### config.mk
export PLATFORM = sky130hd
export DESIGN_NAME = regdump_streamer
export DESIGN_NICKNAME = d
export VERILOG_FILES = /design/src/rtl/regdump_streamer.sv
export SDC_FILE = /design/constraint.sdc
export NUM_CORES = 1
export LEC_CHECK = 0
export CORE_AREA = 4 4 426 428
export CTS_BUF_LIST = sky130_fd_sc_hd__clkbuf_8 sky130_fd_sc_hd__clkbuf_16
export DETAILED_ROUTE_END_ITERATION = 10
export DIE_AREA = 0 0 430 432
export GPL_TIMING_DRIVEN = 0
export HOLD_SLACK_MARGIN = 0.02
export PLACE_DENSITY = 0.56
export SYNTH_ARGS = -nofsm -noshare
export SYNTH_HDL_FRONTEND = slang
export SYNTH_SLANG_ARGS = --single-unit
### constraint.sdc
create_clock -name XCLK -period 29.4 [get_ports XCLK]
set_input_delay 5.88 -clock XCLK [delete_from_list [all_inputs] [get_ports XCLK]]
set_output_delay 5.88 -clock XCLK [all_outputs]
set_load 0.02 [all_outputs]
### src/rtl/regdump_streamer.sv
// Register-file snapshot unit: captures REGS_FLAT on a trigger and streams it
// out as a framed, checksummed byte stream (A5, count, data, sum) over valid/ready.
module regdump_streamer #(
    parameter int unsigned NREGS  = 32,
    parameter int unsigned RLEN   = 32,
    parameter int unsigned PERIOD = 0
) (
    input  logic                    XCLK,
    input  logic                    XRES,
    input  logic [NREGS*RLEN-1:0]   REGS_FLAT,
    input  logic                    TRIG,
    output logic [7:0]              DOUT,
    output logic                    DVALID,
    input  logic                    DREADY,
    output logic                    BUSY,
    output logic [7:0]              DROP
);

    localparam int unsigned FLATW    = NREGS * RLEN;
    localparam int unsigned NBYTES   = FLATW / 8;
    localparam int unsigned IW       = (NBYTES > 1) ? $clog2(NBYTES) : 1;
    localparam int unsigned PW       = (PERIOD > 1) ? $clog2(PERIOD) : 1;
    localparam logic [IW-1:0] LAST_IDX = IW'(NBYTES - 1);
    localparam logic [7:0]  HDR_BYTE = 8'hA5;
    localparam logic [7:0]  CNT_BYTE = 8'(NREGS - 1);

    typedef enum logic [2:0] {
        ST_IDLE,
        ST_HDR,
        ST_CNT,
        ST_DATA,
        ST_SUM
    } state_t;

    state_t          state;
    state_t          state_n;
    logic [FLATW-1:0] snap;
    logic [IW-1:0]   idx;
    logic [IW-1:0]   idx_n;
    logic [7:0]      sum;
    logic [7:0]      sum_n;
    logic [7:0]      dout_n;
    logic            auto_pulse;
    logic            trig_eff;
    logic            xfer;
    logic            capture;
    logic            drop_evt;

    // Free-running auto-trigger counter, present only when PERIOD is non-zero
    if (PERIOD != 0) begin : g_auto
        logic [PW-1:0] pcnt;

        // Pulse on the last count of each period
        always_comb auto_pulse = (pcnt == PW'(PERIOD - 1));

        // Period counter wraps after PERIOD cycles, runs in every state
        always_ff @(posedge XCLK or posedge XRES) begin
            if (XRES) begin
                pcnt <= '0;
            end else if (auto_pulse) begin
                pcnt <= '0;
            end else begin
                pcnt <= pcnt + 1'b1;
            end
        end
    end else begin : g_noauto
        // Auto-trigger disabled
        always_comb auto_pulse = 1'b0;
    end

    // Combine trigger sources; a simultaneous TRIG and auto pulse is one event
    always_comb begin
        trig_eff = TRIG | auto_pulse;
        xfer     = DVALID & DREADY;
        drop_evt = trig_eff & (state != ST_IDLE);
    end

    // Next-state, byte index, checksum and next output byte
    always_comb begin
        state_n = state;
        idx_n   = idx;
        sum_n   = sum;
        capture = 1'b0;
        dout_n  = 8'h00;

        unique case (state)
            ST_IDLE: begin
                if (trig_eff) begin
                    capture = 1'b1;
                    state_n = ST_HDR;
                    idx_n   = '0;
                    sum_n   = 8'h00;
                end
            end
            ST_HDR: begin
                if (xfer) state_n = ST_CNT;
            end
            ST_CNT: begin
                if (xfer) begin
                    state_n = ST_DATA;
                    idx_n   = '0;
                    sum_n   = sum + CNT_BYTE;
                end
            end
            ST_DATA: begin
                if (xfer) begin
                    sum_n = sum + DOUT;
                    if (idx == LAST_IDX) begin
                        state_n = ST_SUM;
                    end else begin
                        idx_n = idx + 1'b1;
                    end
                end
            end
            ST_SUM: begin
                if (xfer) state_n = ST_IDLE;
            end
            default: state_n = ST_IDLE;
        endcase

        unique case (state_n)
            ST_HDR:  dout_n = HDR_BYTE;
            ST_CNT:  dout_n = CNT_BYTE;
            ST_DATA: dout_n = snap[{idx_n, 3'b000} +: 8];
            ST_SUM:  dout_n = sum_n;
            default: dout_n = 8'h00;
        endcase
    end

    // Control state and registered stream outputs
    always_ff @(posedge XCLK or posedge XRES) begin
        if (XRES) begin
            state  <= ST_IDLE;
            idx    <= '0;
            sum    <= 8'h00;
            DOUT   <= 8'h00;
            DVALID <= 1'b0;
            BUSY   <= 1'b0;
            DROP   <= 8'h00;
        end else begin
            state  <= state_n;
            idx    <= idx_n;
            sum    <= sum_n;
            DOUT   <= dout_n;
            DVALID <= (state_n != ST_IDLE);
            BUSY   <= (state_n != ST_IDLE);
            if (drop_evt && (DROP != 8'hFF)) begin
                DROP <= DROP + 8'h01;
            end
        end
    end

    // Snapshot datapath; only read after a capture, so it carries no reset
    always_ff @(posedge XCLK) begin
        if (capture) begin
            snap <= REGS_FLAT;
        end
    end

endmodule
# ---- After elaboration in Yosys (flattened, before gate mapping)
# Cells that the tools add are included.
dict set report classes {
  order_cmp 0
  add_sub_neg 4
  shifts 1
  reduce_logical 4
  eq_ne 10
  bitwise_logic 2
  div_mod_pow 0
  n_mul 0
  mux 19
}
# operator n
set ops {}
lappend ops {{indexed part select 1024 x 11 -> 8 bit} 1}
lappend ops {{case mux 8 bit (4 select lines)} 1}
lappend ops {{2-to-1 mux 7 bit} 4}
lappend ops {{2-to-1 mux 8 bit} 3}
lappend ops {{case mux 8 bit (3 select lines)} 1}
lappend ops {{case mux 7 bit (3 select lines)} 1}
lappend ops {{2-to-1 mux 3 bit} 6}
lappend ops {{case mux 3 bit (5 select lines)} 1}
lappend ops {{equality test 3 x 2 -> 1 bit, second input constant} 4}
lappend ops {{adder 8 x 1 -> 8 bit, second input constant} 1}
lappend ops {{adder 8 x 5 -> 8 bit, second input constant} 1}
lappend ops {{adder 8 bit} 1}
lappend ops {{inequality test 8 bit, second input constant} 1}
lappend ops {{adder 7 x 1 -> 7 bit, second input constant} 1}
lappend ops {{equality test 7 bit, second input constant} 1}
lappend ops {{equality test 3 x 1 -> 1 bit, second input constant} 2}
lappend ops {{equality test 3 bit, second input constant} 2}
lappend ops {{nonzero test 3 bit} 2}
lappend ops {{logical NOT 3 bit} 1}
lappend ops {{bitwise AND 1 bit} 2}
lappend ops {{2-to-1 mux 1 bit} 2}
lappend ops {{logical AND 1 bit} 1}
dict set report totals {
  input_bits 1028
  latch_bits 0
  ff_bits 1059
  elab_cells 47
  out_inout_bits 18
  n_memories 0
  mem_bits_ro 0
  ram_bits 0
}

# ---- Longest topological paths before layout
# Gate-level depths: netlist of run 1.
dict set report logic_depth {
  depth_word 6
  mapped_depth 16
}

# ---- Worst setup path before layout of run 1
# Ideal clock, no wire load.
dict set report synth_path {
  kind {in2reg}
  from {in TRIG}
  to {reg DOUT[6]}
  n_path_buf 2
  arrival_ns 27.806
  setup_time_ns 0.121
  cell_stages 13
  setup_slack_ns 1.473
  cell_sequence {or4b_4 > inv_1 > a21o_1 > a211o_1 > buf_2 > inv_2 > nand2_1 > clkbuf_1 > a311oi_1 > nor4_1 > a211oi_1 > or4_1 > a22o_1}
}
dict set report synth_between {
  elab_chain_cells 4
  word_cells_on_any_way 12
  classes_between {eq/ne: 4; shift: 1; mux: 7}
}
# element line
set synth_rtl {}
lappend synth_rtl {{start: declaration} 11} ;# input logic TRIG,
lappend synth_rtl {{2-to-1 mux 7 bit / 2-to-1 mux 3 bit (equally long branches)} 88} ;# if (trig_eff) begin
lappend synth_rtl {{case mux 7 bit (3 select lines) / case mux 3 bit (5 select lines) (equally long branches)} 86} ;# unique case (state)
lappend synth_rtl {{indexed part select 1024 x 11 -> 8 bit (tied with other cells)} 124} ;# ST_DATA: dout_n = snap[{idx_n, 3'b000} +: 8];
lappend synth_rtl {{case mux 8 bit (4 select lines) (*)} 121} ;# unique case (state_n)
lappend synth_rtl {{net dout_n[6]} 42} ;# logic [7:0] dout_n;
lappend synth_rtl {{end signal: assignment} 144} ;# DOUT <= dout_n;
lappend synth_rtl {{end: declaration} 12} ;# output logic [7:0] DOUT,
# Mark *: on every way through the listed nets, which the timed path passes. The rest lies on a longest branch.
# A chain may end at the register's enable or synchronous reset.

# ---- Final worst setup path of run 1
dict set report layout_path {
  from {in TRIG}
  to {reg DOUT[7]}
}
# The elaborated chain is that of the path after synthesis.

==> results of run 1 <==
==> final timing paths <==
check	end	slack, ns	cells after the start
max in group asynchronous	idx[4]	23.53	3
worst min-delay path	DROP[4]	0.50	1
worst max-delay path	DOUT[7]	17.79	15
worst min register to register	DROP[4]	0.50	1
worst max register to register	DOUT[7]	22.90	15
min in group asynchronous	DROP[1]	5.36	2
==> per-layer routing <==
metal / up-vias / routed length, um / part of all wire [%] / global-route usage (%)
met5: - / 149 / 0.056 / 0
met4: 22 / 12900 / 4.8 / 12.8
met3: 444 / 23600 / 8.8 / 5.86
met2: 2443 / 128000 / 48 / 45.7
met1: 17600 / 103000 / 38 / 34.9
li1: 14200 / - / - / -
==> sequential cells by signal, summed over array words and instances (netlist names) <==
name / flops
DROP: 8
snap: 1024
state: 3
idx: 7
DOUT: 8
BUSY: 1
sum: 8
==> critical path, stage by stage <==
cell and delay, ns:
clkdlybuf4s50_1 0.55, or4b_4 0.55, inv_8 0.40, buf_16 0.39, a21o_1 0.14, a211o_1 0.09, buf_2 0.27, and3_1 0.20
clkbuf_1 0.55, clkbuf_1 1.07, o21ai_0 0.93, o2111ai_1 0.35, a41o_1 0.25, a31oi_1 0.19, a221o_1 0.37
==> stage by stage <==
step	utilization (%)	instance area (sq um)	setup TNS (ns)	instances
6_report	34.2	60700	0	6821
3_5_place_dp	31.7	56400	0	6531
2_1_floorplan	-	42400	0	3105
4_1_cts	34.1	60600	0	6764
5_1_grt	34.1	60700	0	6807
3_3_place_gp	31.4	55800	-8312.01	6505
==> final cells by class <==
class	count	area share, %
multi-input combinational	1834	16.3
buffer	192	1.52
antenna	57	0.235
tap	2355	4.85
sequential	1059	52.1
timing repair buffer	1071	18.1
clock buffer	133	5.48
clock inverter	100	1.39
inverter	20	0.136
==> layout by cell type, fill, tap and decap left out, types with 47 or more instances in the layout <==
cell             instances
a21oi_1                108
o21ai_0                 47
buf_2                  124
and3_1                  75
diode_2                 57
nand2_1                829
nor2_1                  50
nand3_1                238
clkbuf_16              133
a31oi_1                 50
clkdlybuf4s50_1       1045
edfxtp_1              1024
mux2i_1                 88
==> where the power goes <==
part	total (mW)	internal [mW]	switching, mW	leakage, nW
registers	1.70	1.68	0.0291	9.61
logic	2.06	0.509	1.55	9.33
clock network	1.59	0.879	0.716	2.13
==> kinds of logic (layout without fill, tap and decap cells) <==
family | Yosys count | after routing
adders and majority gates | 11 | 11
and+or+nand+nor | 1289 | 1289
AOI/OAI and AO/OA | 421 | 421
muxes | 99 | 99
xor gates and xnor gates | 14 | 14
DFF | 1059 | 1059
buffers and inverters | 212 | 1516
other | 0 | 57
==> flow_summary.toml, run 1 <==
[outcome]
status = "finished, violations left"
violations = "max-capacitance violations, max-slew violations"

[clock_tree]
cts_tree = "yes"
path_clk_slew_ns = 0.06
cts_resized = 0
htreeDepth = 4
clkSinkCount = 1059
ctsHoldBuffers = 0
cts_setup_buffers = 0
cts-root-buf = "clkbuf_16"
clock_latency_ns = 0.81
cts_buffers = 131
clock_path_buffers = 3

[logic_synthesis]
synth_fp_nets = 4144
syn_avg_cell_area_sq_um = 13.7
synth-edff-count = 1024
async_flop_share_pct = 3.31
ys_ff_latch = 1059
synth_compound_area_share_pct = 6.85
ys.flop_type = "edfxtp_1"
synth_area_leaders = "edfxtp_1 (72%), nand2_1 (7.3%), nand3_1 (2.8%)"
synth-xor-area-share_pct = 0.289
synth_top_family_by_area = "simple AND/OR/NAND/NOR gates"
ys_seq_area_share_pct = 74.5
yosysWarnings = 0
synthAdderAreaFrac_pct = 0.342
synthMuxAreaShare_pct = 2.58
synth_top_area_share_pct = 72.4
yosysTopAreaCell = "edfxtp_1"
yosys.area_share.simple_pct = 13.1
synthesis.area_sq_um = 42400
ys_types = 78
synth_commonest_cells = "edfxtp_1 (1024), nand2_1 (829), nand3_1 (238)"
synth.most_common_cell = "edfxtp_1"
netlist_instances = 3105

[hold_path]
worstHoldStart = "DROP[4]"
min_path_type = "reg2reg"

[global_route]
grt_max_degree = 141
antenna_found_initial = 90
grt_overflow = 0
grt_pass1_wl_um = 333000
grt_pass1_vias = 33400
grtUsageTotal_pct = 27.7

[timing]
slew_violations = 45
finalSetupViolCount = 0
skew_ns = 0.0340
slew_headroom_pct = -5.57
max_freq_ghz = 0.0861
fin_crit_ns = 11.61
setup_slack_ns = 17.79
finalHoldWorstSlack_ns = 0.500
finalCritPeriodShare_pct = 39.5
hold_violations = 0
worst_pin_slew_ns = 1.58
rsz0062_at_grt = "false"

[setup_path]
reg2reg_from = "state[2]"
worst_ep_required_time_ns = 30.04
crit_start = "TRIG"
critical_path_class = "in2reg"
arrival_ns = 12.26
end_kind = "register"
crit_fanout = 78
critPathLaunchType = "input pin"

[finish]
multi_input_area_sq_um = 9890
syn2layout_area_growth_pct = 43.1
fin_nets = 5348
seq_area_sq_um = 31600
drive_gt1_share_pct = 8.73
fill_cells = 17600

[pwr]
p_leak_nw = 21.1
ir_drop_mv = 0.0496
p_per_area_nw_per_um2 = 88.2
power.total_mw = 5.36

[floorplan]
die_width_um = 430
fp-row-count = 155
coreArea_sq_um = 178000
dieArea_sq_um = 186000
io_pins = 1046
initial_core_util_pct = 23.9
dieHeight_um = 432

[placed_design]
gp_congestion = 0.929
io_buffer_count = 1045
place_ws_ns = 17.11
dp_hpwl_um = 208000

[routing]
drc = 0
drtIter0Drc = 5277
drt-wirelength-per-cell_um = 39.3
routed_wl_um = 268000
vias = 34700
drt_first_pass_iters = 8
postRouteAntennaNets = 0
drt-vias-per-instance = 5.09

[run]
drv_cap = 5
No activity file was read; power rests on OpenSTA's default activity.
==> run 2, diff against run 1 <==
--- a/config.mk
+++ b/config.mk
@@ -11,7 +11,7 @@
 export DIE_AREA = 0 0 430 432
 export GPL_TIMING_DRIVEN = 0
 export HOLD_SLACK_MARGIN = 0.02
-export PLACE_DENSITY = 0.56
+export PLACE_DENSITY = 0.57
 export SYNTH_ARGS = -nofsm -noshare
 export SYNTH_HDL_FRONTEND = slang
 export SYNTH_SLANG_ARGS = --single-unit
==> constraint.sdc (replaced) <==
create_clock -name XCLK -period 9.5 [get_ports XCLK]
set_input_delay 1.9 -clock XCLK [delete_from_list [all_inputs] [get_ports XCLK]]
set_output_delay 1.9 -clock XCLK [all_outputs]
set_load 0.02 [all_outputs]
==> run 2 against run 1 <==
  * Clock power rose to 3.2 times the previous value
  * Largest cell class unchanged
  * Non-clock buffer count rose by 17
  * Register-to-register slack lost 20 ns
  * Count of clock-buffer cells in the layout up 1
  * The flow still finishes with violations (max-capacitance violations, max-slew violations)
  * First-iteration DRC count up 3.6%
  * Critical path depth did not move
  * Cell area up 0.81%
==> flow_summary.toml, run 2 (same netlist as run 1, synthesis figures left out) <==
[hold_path]
worstHoldStart = "DROP[6]"
min_path_type = "reg2reg"
min_to = "DROP[6]"
hold_path_depth = 1

[outcome]
status = "finished, violations left"
violations = "max-capacitance violations, max-slew violations"

[floorplan]
dieArea_sq_um = 186000
initial_core_util_pct = 23.9
coreArea_sq_um = 178000
io_pins = 1046
dieHeight_um = 432
die_width_um = 430
fp-row-count = 155

[setup_path]
r2r_end = "DOUT[1]"
arrival_ns = 8.59
end_kind = "register"
worst_ep_required_time_ns = 10.16
reg2reg_from = "state[0]"
r2r_slack_ns = 2.77
critical_path_class = "in2reg"
critPathLaunchType = "input pin"
reg2reg_depth = 14
crit_fanout = 29

[finish]
drive_gt1_share_pct = 9.56
top_register = "snap"
mostFrequentLayoutCells = "clkdlybuf4s50_1 (1045), edfxtp_1 (1024), nand2_1 (826)"
final_cells = 6845
syn2layout_area_growth_pct = 44.3
fin_nets = 5364
largest_reg_flops = 1024
final_common_cell = "clkdlybuf4s50_1"
fin_area_sq_um = 61200

[routing]
postRouteAntennaNets = 0
routed_wl_um = 266000
drt-vias-per-instance = 5.08
drt_first_pass_iters = 5
drtIter0Drc = 5466
drt-wirelength-per-cell_um = 38.9
drc = 0
vias = 34800

[placed_design]
gp_congestion = 0.916
placed_cells = 6548
dpl_cell_area_sq_um = 56700
dp_hpwl_um = 207000
io_buffer_count = 1045

[clock_tree]
path_clk_slew_ns = 0.06
cts_resized = 0
cts_tree = "yes"
clkSinkCount = 1059
htreeDepth = 4
clock_path_buffers = 3
cts_setup_buffers = 0
clock_latency_ns = 0.80
ctsHoldBuffers = 0
cts-root-buf = "clkbuf_16"
cts_buffers = 130

[timing]
finalCritPeriodShare_pct = 83.5
max_freq_ghz = 0.126
finalSetupViolCount = 0
slew_headroom_pct = -6.91
fin_crit_ns = 7.93
rsz0062_at_grt = "false"
hold_violations = 0
skew_ns = 0.0536
slew_violations = 11
worst_pin_slew_ns = 1.60
final.setup.tns_ns = 0

[pwr]
power.total_mw = 16.9
p_per_area_nw_per_um2 = 275
p_leak_nw = 21.3
ir_drop_mv = 0.183

[global_route]
antenna_found_initial = 104
grt_pass1_vias = 33600
grt_pass1_wl_um = 331000
grt_max_degree = 44
grtUsageTotal_pct = 27.5
grt_overflow = 0

[run]
drv_cap = 2
run 2: where the power goes:
part	leakage, nW	internal [mW]	total, mW	switching, mW
Clock	2.19	2.97	5.15	2.19
Sequential	9.61	5.18	5.27	0.0840
Combinational	9.47	1.56	6.44	4.88
Total	21.3	9.71	16.9	7.15
run 2: worst max-delay path by stage:
stage / start / to / slack [ns] / cells after the start
detailed placement: TRIG / DOUT[1] / 0.92 / 15
global route: TRIG / DOUT[1] / 1.69 / 15
global placement: TRIG / DOUT[4] / -19.07 / 12
CTS: TRIG / DOUT[1] / 1.78 / 15
floorplan: TRIG / DOUT[6] / -8.84 / 13
finish: TRIG / DOUT[1] / 1.57 / 15
run 2: stage by stage:
stage	setup slack, ns	utilization (%)	hold slack, ns
global route	1.69	34.4	0.513
floorplan	-8.84	-	0.530
global placement	-19.07	31.4	0.479
CTS	1.78	34.3	0.503
finish	1.57	34.4	0.501
detailed placement	0.923	31.9	0.496
run 2: area by class of cell:
type	instances	area [sq um]
flip-flops and latches	1059	31600
multi-input cells	1834	9930
well taps	2355	2950
clock inverters	97	976
plain buffers	192	962
clock buffers	134	3350
diodes	66	165
repair buffers	1088	11200
fillers	17600	117000
inverters	20	86.3
run 2: critical path: stages:
cell             delay, ns
clkdlybuf4s50_1       0.50
or4b_4                0.28
clkinvlp_4            0.62
buf_12                0.44
a21o_1                0.18
a211o_1               0.30
buf_6                 0.17
nor2_2                1.04
nand2_1               0.52
buf_2                 0.51
o32ai_1               0.80
or4_1                 0.24
nand3_1               0.29
o2111a_1              0.41
a211oi_1              0.31
run 2: metal layers:
layer	track usage (%)	routed length [um]	up-vias
li1	-	-	14200
met1	33.5	98700	17700
met2	45.5	128000	2426
met3	7.55	26700	453
met4	12.6	12700	30
met5	0	194	-
